[src/rtl/m_mem_arbiter.sv]
// Round-robin arbiter sharing one fixed-latency single-port memory between
// the instruction-fetch (IF) and data-memory (DM) ports, one access in flight.
module m_mem_arbiter #(
    parameter int unsigned MEM_LAT = 1
) (
    input  logic        w_clk,
    input  logic        w_rst,
    input  logic        w_if_req,
    input  logic [31:0] w_if_addr,
    output logic        w_if_gnt,
    output logic        w_if_valid,
    output logic [31:0] w_if_rdata,
    input  logic        w_dm_req,
    input  logic        w_dm_we,
    input  logic [31:0] w_dm_addr,
    input  logic [31:0] w_dm_wdata,
    output logic        w_dm_gnt,
    output logic        w_dm_valid,
    output logic [31:0] w_dm_rdata,
    output logic        w_mem_en,
    output logic        w_mem_we,
    output logic [31:0] w_mem_addr,
    output logic [31:0] w_mem_wdata,
    input  logic [31:0] w_mem_rdata,
    output logic        w_busy
);

    typedef enum logic [1:0] {S_IDLE, S_ISSUE, S_WAIT, S_RESP} state_t;

    state_t      state, state_nxt;
    logic [3:0]  cnt;
    logic        r_last;    // 1 = DM was served last
    logic        owner;     // 1 = DM owns the current transaction
    logic        we_q;
    logic [31:0] addr_q, wdata_q;
    logic        grant_if, grant_dm, sample;

    always_comb begin
        state_nxt = state;
        grant_if  = 1'b0;
        grant_dm  = 1'b0;
        sample    = 1'b0;
        case (state)
            S_IDLE: begin
                // Grants are combinational, so they are masked while reset is held.
                if (!w_rst) begin
                    if (w_if_req && (!w_dm_req || r_last))
                        grant_if = 1'b1;
                    else if (w_dm_req)
                        grant_dm = 1'b1;
                end
                if (grant_if || grant_dm)
                    state_nxt = S_ISSUE;
            end
            S_ISSUE: begin
                if (MEM_LAT == 0) begin
                    sample    = 1'b1;
                    state_nxt = S_RESP;
                end else begin
                    state_nxt = S_WAIT;
                end
            end
            S_WAIT: begin
                if (cnt <= 4'd1) begin
                    sample    = 1'b1;
                    state_nxt = S_RESP;
                end
            end
            S_RESP:  state_nxt = S_IDLE;
            default: state_nxt = S_IDLE;
        endcase
    end

    always_ff @(posedge w_clk or posedge w_rst) begin
        if (w_rst) begin
            state      <= S_IDLE;
            cnt        <= '0;
            r_last     <= 1'b1;
            owner      <= 1'b0;
            we_q       <= 1'b0;
            addr_q     <= '0;
            wdata_q    <= '0;
            w_if_rdata <= '0;
            w_dm_rdata <= '0;
        end else begin
            state <= state_nxt;
            if (grant_if) begin
                owner   <= 1'b0;
                r_last  <= 1'b0;
                we_q    <= 1'b0;
                addr_q  <= w_if_addr;
                wdata_q <= '0;
            end else if (grant_dm) begin
                owner   <= 1'b1;
                r_last  <= 1'b1;
                we_q    <= w_dm_we;
                addr_q  <= w_dm_addr;
                wdata_q <= w_dm_wdata;
            end
            if (state == S_ISSUE)
                cnt <= 4'(MEM_LAT);
            else if (state == S_WAIT)
                cnt <= cnt - 4'd1;
            if (sample) begin
                if (!owner)
                    w_if_rdata <= w_mem_rdata;
                else
                    w_dm_rdata <= we_q ? '0 : w_mem_rdata;
            end
        end
    end

    assign w_if_gnt    = grant_if;
    assign w_dm_gnt    = grant_dm;
    assign w_busy      = (state != S_IDLE);
    assign w_mem_en    = (state == S_ISSUE);
    assign w_mem_we    = w_mem_en & we_q;
    assign w_mem_addr  = w_mem_en ? addr_q  : '0;
    assign w_mem_wdata = w_mem_en ? wdata_q : '0;
    assign w_if_valid  = (state == S_RESP) && !owner;
    assign w_dm_valid  = (state == S_RESP) && owner;

endmodule
[config.mk]
export PLATFORM = sky130hd
export DESIGN_NAME = m_mem_arbiter
export DESIGN_NICKNAME = d
export VERILOG_FILES = /design/src/rtl/m_mem_arbiter.sv
export SDC_FILE = /design/constraint.sdc
export NUM_CORES = 1
export LEC_CHECK = 0
export CAP_MARGIN = 20
export CORE_MARGIN = 4
export CORE_UTILIZATION = 35
export CTS_CLUSTER_DIAMETER = 100
export DETAILED_ROUTE_END_ITERATION = 12
export PLACE_DENSITY_LB_ADDON = 0.15
export SLEW_MARGIN = 15
export SYNTH_ARGS = -nofsm -noshare
export SYNTH_HDL_FRONTEND = slang
export SYNTH_SLANG_ARGS = --single-unit
[constraint.sdc]
create_clock -name w_clk -period 6.8 [get_ports w_clk]
set_input_delay 1.36 -clock w_clk [delete_from_list [all_inputs] [get_ports w_clk]]
set_output_delay 1.36 -clock w_clk [all_outputs]
set_load 0.03 [all_outputs]
==> results <==
- After the first detailed-routing iteration, the DRC count stood at 221.
- IR analysis of the VDD net gives a maximum drop of 270 uV.
- For this run, the total global-route usage over all layers was measured as 0.181.
- The share of total power dissipated in sequential elements is 0.297.
- Setup repair after global routing left no endpoint under its margin.
- The clock passes through at most 2 buffers.
- The number of enable-type register cells in the synthesized netlist is 0.
- The post-synthesis async set-or-reset flop share is 1.00.
- The primary flip-flop cell chosen by synthesis mapping is dfrtp_1.
- The most common cell in the netlist is dfrtp_1.
- The first global-routing pass estimated 29300 um of wire.
- The count of nets left with antenna violations once routing finished came out at 0.
- In this run the mean area of a mapped cell was 11.8 um2.
- In the post-synthesis netlist, the biggest area contributors are dfrtp_1 (53%), mux2_4 (14%), and2_1 (6.5%).
- The max-cap check violation count is 0.
- The relative contribution of the clock network to total power is 0.196.
- The root buffer cell chosen for the clock tree is clkbuf_16.
- Once the clock tree was built, the resizer swapped 0 gates to a different size.
- The power spent charging and discharging nets is 1.87 mW.
- The clock latency on the worst-skew pair is 0.42 ns.
- The floorplan die area is 20500 um2.
- At the worst endpoint, the arrival time is 3.88 ns.
- The number of max-slew violations in the final report is 0.
- The first detailed-routing pass ran for 4 iterations.
- The initial antenna violation count came to 0.
- Of the total power, combinational logic draws 0.507.
- The final standard cell count with taps included and fillers excluded is 1043.
- Pin placement for this block handled 268 I/O pins.
- The number of remaining DRC errors is 0.
- The sequential fraction of the synthesis area is 0.537.
- After detailed routing, the average wire length per cell comes to 17.9 um.
- The critical path capture point type is an output pin.
- The time the final worst path needs with I/O delays and setup is 5.24 ns.
- In this run the worst hold path is classified as flop to flop.
- The nature of the critical path startpoint is an input port.
- For this design, the CTS-stage hold fixing added 0 buffers.
- The switching fraction of total power is 0.385.
- The cell row count is 49.
- The worst max-slew margin expressed relative to the limit is 0.435.
- Summed over all cells, the static leakage comes to 4.47 nW.
- The number of levels the H-tree was split into is 4.
- The remaining global-route overflow is 0.
- The via count of the first global-routing pass is 5511.
- The number of distinct library cell variants in the gate-level netlist after synthesis is 33.
- The pin count of the biggest net entering global routing is 73.
- The final number of hold-violating endpoints is 0.
- The placeable core region is 18000 um2.
- The die is 143 um tall.
- The clock edge transition at the registers on the reported setup and hold paths is 0.05 ns.
- The run finished with clean final reports.
- The number of filler instances in the final layout is 1513.
- The ratio of final minimum period to clock period is 0.771.
- The initial utilization of the core area, before any placement, comes to 0.356.
- The number of nets in the finished design is 940.
- In this run, placement finished with an instance count of 1010.
- The flip-flop and latch count after synthesis is 137.
- The Yosys step of the flow raised 0 warnings.
- The share of cells above drive strength 1 is 0.141.
- The setup skew after layout is 0.0104 ns.
- Post-CTS timing repair inserted 0 buffers for setup.
- The slew at the pin closest to its max-slew limit is 0.848 ns.
- The setup total negative slack is 0 ns.
- Routability-driven placement finished with a final weighted congestion of 0.826.
- The category of the critical setup timing path is input port to output pin.
- The area of the multi-input gates is 2750 um2.
- The vias per cell is 4.85.
- Relative to the synthesized area, the layout overhead comes to 54.5%.
- The HPWL after detailed placement is 12700 um.
- The CTS tree is built.
- Port buffering added 267 buffers.
- The number of clock buffers added by TritonCTS is 17.
- In the synthesized netlist, the cells that appear most often are dfrtp_1 (136), and2_1 (66), a21oi_1 (65), mux2_4 (60).
- For this design the ratio of total power to cell area is 494 nW/um2.
- Of all cell types, the one taking the most synthesized area is dfrtp_1.
- Across the whole layout, storage elements account for 3430 um2.
- Data on the critical path is required at its endpoint by 5.44 ns.
- Counting every sink on the clock net gives 137.
- The number of nets in the synthesized netlist is 682.
- The top fanout value on the critical path is 35.
- The final setup violation count is 0.
- The die is 143 um wide.
- The total via count after detailed routing is 5054.
- The number of diodes added for antenna fixing is 0.
- The wire length after detailed routing is 18600 um.
- The cell internal power dissipation is 3.00 mW.
- The cell area that synthesis handed to floorplanning was 6390 um2.
- Synthesis produced a netlist whose cell count is 543.
- The upper clock frequency limit is 191 MHz.
- Total power for the finished layout comes to 4.87 mW.
- The fraction of synthesized cell area taken by the top area cell type is 0.533.
-- metal layers --
| layer | vias to the layer above | part of all wire | GRT usage |
|---|---|---|---|
| li1 | 2348 | - | - |
| met1 | 2476 | 0.43 | 0.224 |
| met2 | 209 | 0.46 | 0.295 |
| met3 | 21 | 0.092 | 0.0646 |
| met4 | 0 | 0.018 | 0.0640 |
| met5 | - | 0 | 0 |
-- worst paths after layout --
path	from	endpoint	slack (ns)	depth (start not counted)
hold reg to reg	wdata_q[15]$_DFFE_PP0P_	wdata_q[15]$_DFFE_PP0P_	0.49	1
max in group asynchronous	w_rst	w_if_rdata[26]$_DFFE_PP0P_	3.88	3
min in group asynchronous	w_rst	wdata_q[11]$_DFFE_PP0P_	1.59	2
hold / removal	wdata_q[15]$_DFFE_PP0P_	wdata_q[15]$_DFFE_PP0P_	0.49	1
setup / recovery	w_rst	w_if_gnt	1.56	6
setup reg to reg	state[0]$_DFFE_PP0P_	addr_q[31]$_DFFE_PP0P_	4.40	8
-- cell families (layout without fill, tap and decap cells) --
| group | count (synthesis) | after routing | synth area share |
|---|---|---|---|
| DFF | 137 | 137 | 0.537 |
| buffers and inverters | 44 | 315 | 0.0374 |
| muxes | 65 | 65 | 0.150 |
| AOI/OAI and AO/OA | 110 | 110 | 0.108 |
| and+or+nand+nor | 181 | 181 | 0.156 |
| adders and majority gates | 6 | 6 | 0.0118 |
-- power groups by stage --
stage | Combinational [mW] | Sequential (mW) | Clock (mW)
4_1_cts | 2.48 | 1.45 | 0.980
3_5_place_dp | 2.47 | 1.45 | 0
6_report | 2.47 | 1.45 | 0.956
2_1_floorplan | 1.16 | 1.80 | 0
5_1_grt | 2.63 | 1.49 | 1.02
3_3_place_gp | 2.44 | 1.43 | 0
-- cell type report --
class                   instances  area share
well taps                     229      0.0290
clock buffers                  21      0.0477
inverters                       9     0.00393
flip-flops and latches        137       0.347
clock inverters                11      0.0147
multi-input cells             362       0.278
repair buffers                274       0.279
-- critical path, cell delays in order --
cell             delay (ns)
clkdlybuf4s50_1        0.57
nor2b_2                0.29
nand3_2                0.10
buf_4                  0.26
inv_2                  0.49
clkdlybuf4s50_1        0.79
-- cell usage in the layout (no fill, tap or decap), types with 2 or more instances in the layout --
cell type,n
buf_4,5
mux2_4,60
mux2_2,5
o21ai_0,4
clkinv_4,2
clkdlybuf4s50_1,267
nor2_1,36
bufinv_16,3
clkbuf_16,17
o21a_1,2
clkinvlp_4,3
clkbuf_8,3
a22o_1,33
dfrtp_1,136
nor3_4,2
a21oi_1,65
nand2_1,36
and2_1,66
inv_1,7
ha_1,5
a21o_1,2
nor2b_1,34
clkinv_2,3
-- per-stage QoR --
stage	util	area (um2)	hold WS, ns	worst slack [ns]
2_1_floorplan	-	6390	0.458	1.77
4_1_cts	0.548	9840	0.496	1.57
3_5_place_dp	0.514	9230	0.477	1.57
5_1_grt	0.549	9870	0.507	1.44
3_3_place_gp	0.513	9210	0.474	1.65
6_report	0.549	9870	0.493	1.56
-- sequential cells by signal, indices dropped and copies added, names as in the netlist --
register and count:
addr_q 32, cnt 4, owner 1, r_last 1, state 2, w_dm_rdata 32, w_if_rdata 32, wdata_q 32
we_q 1
Power figures use the tool's default switching activity.
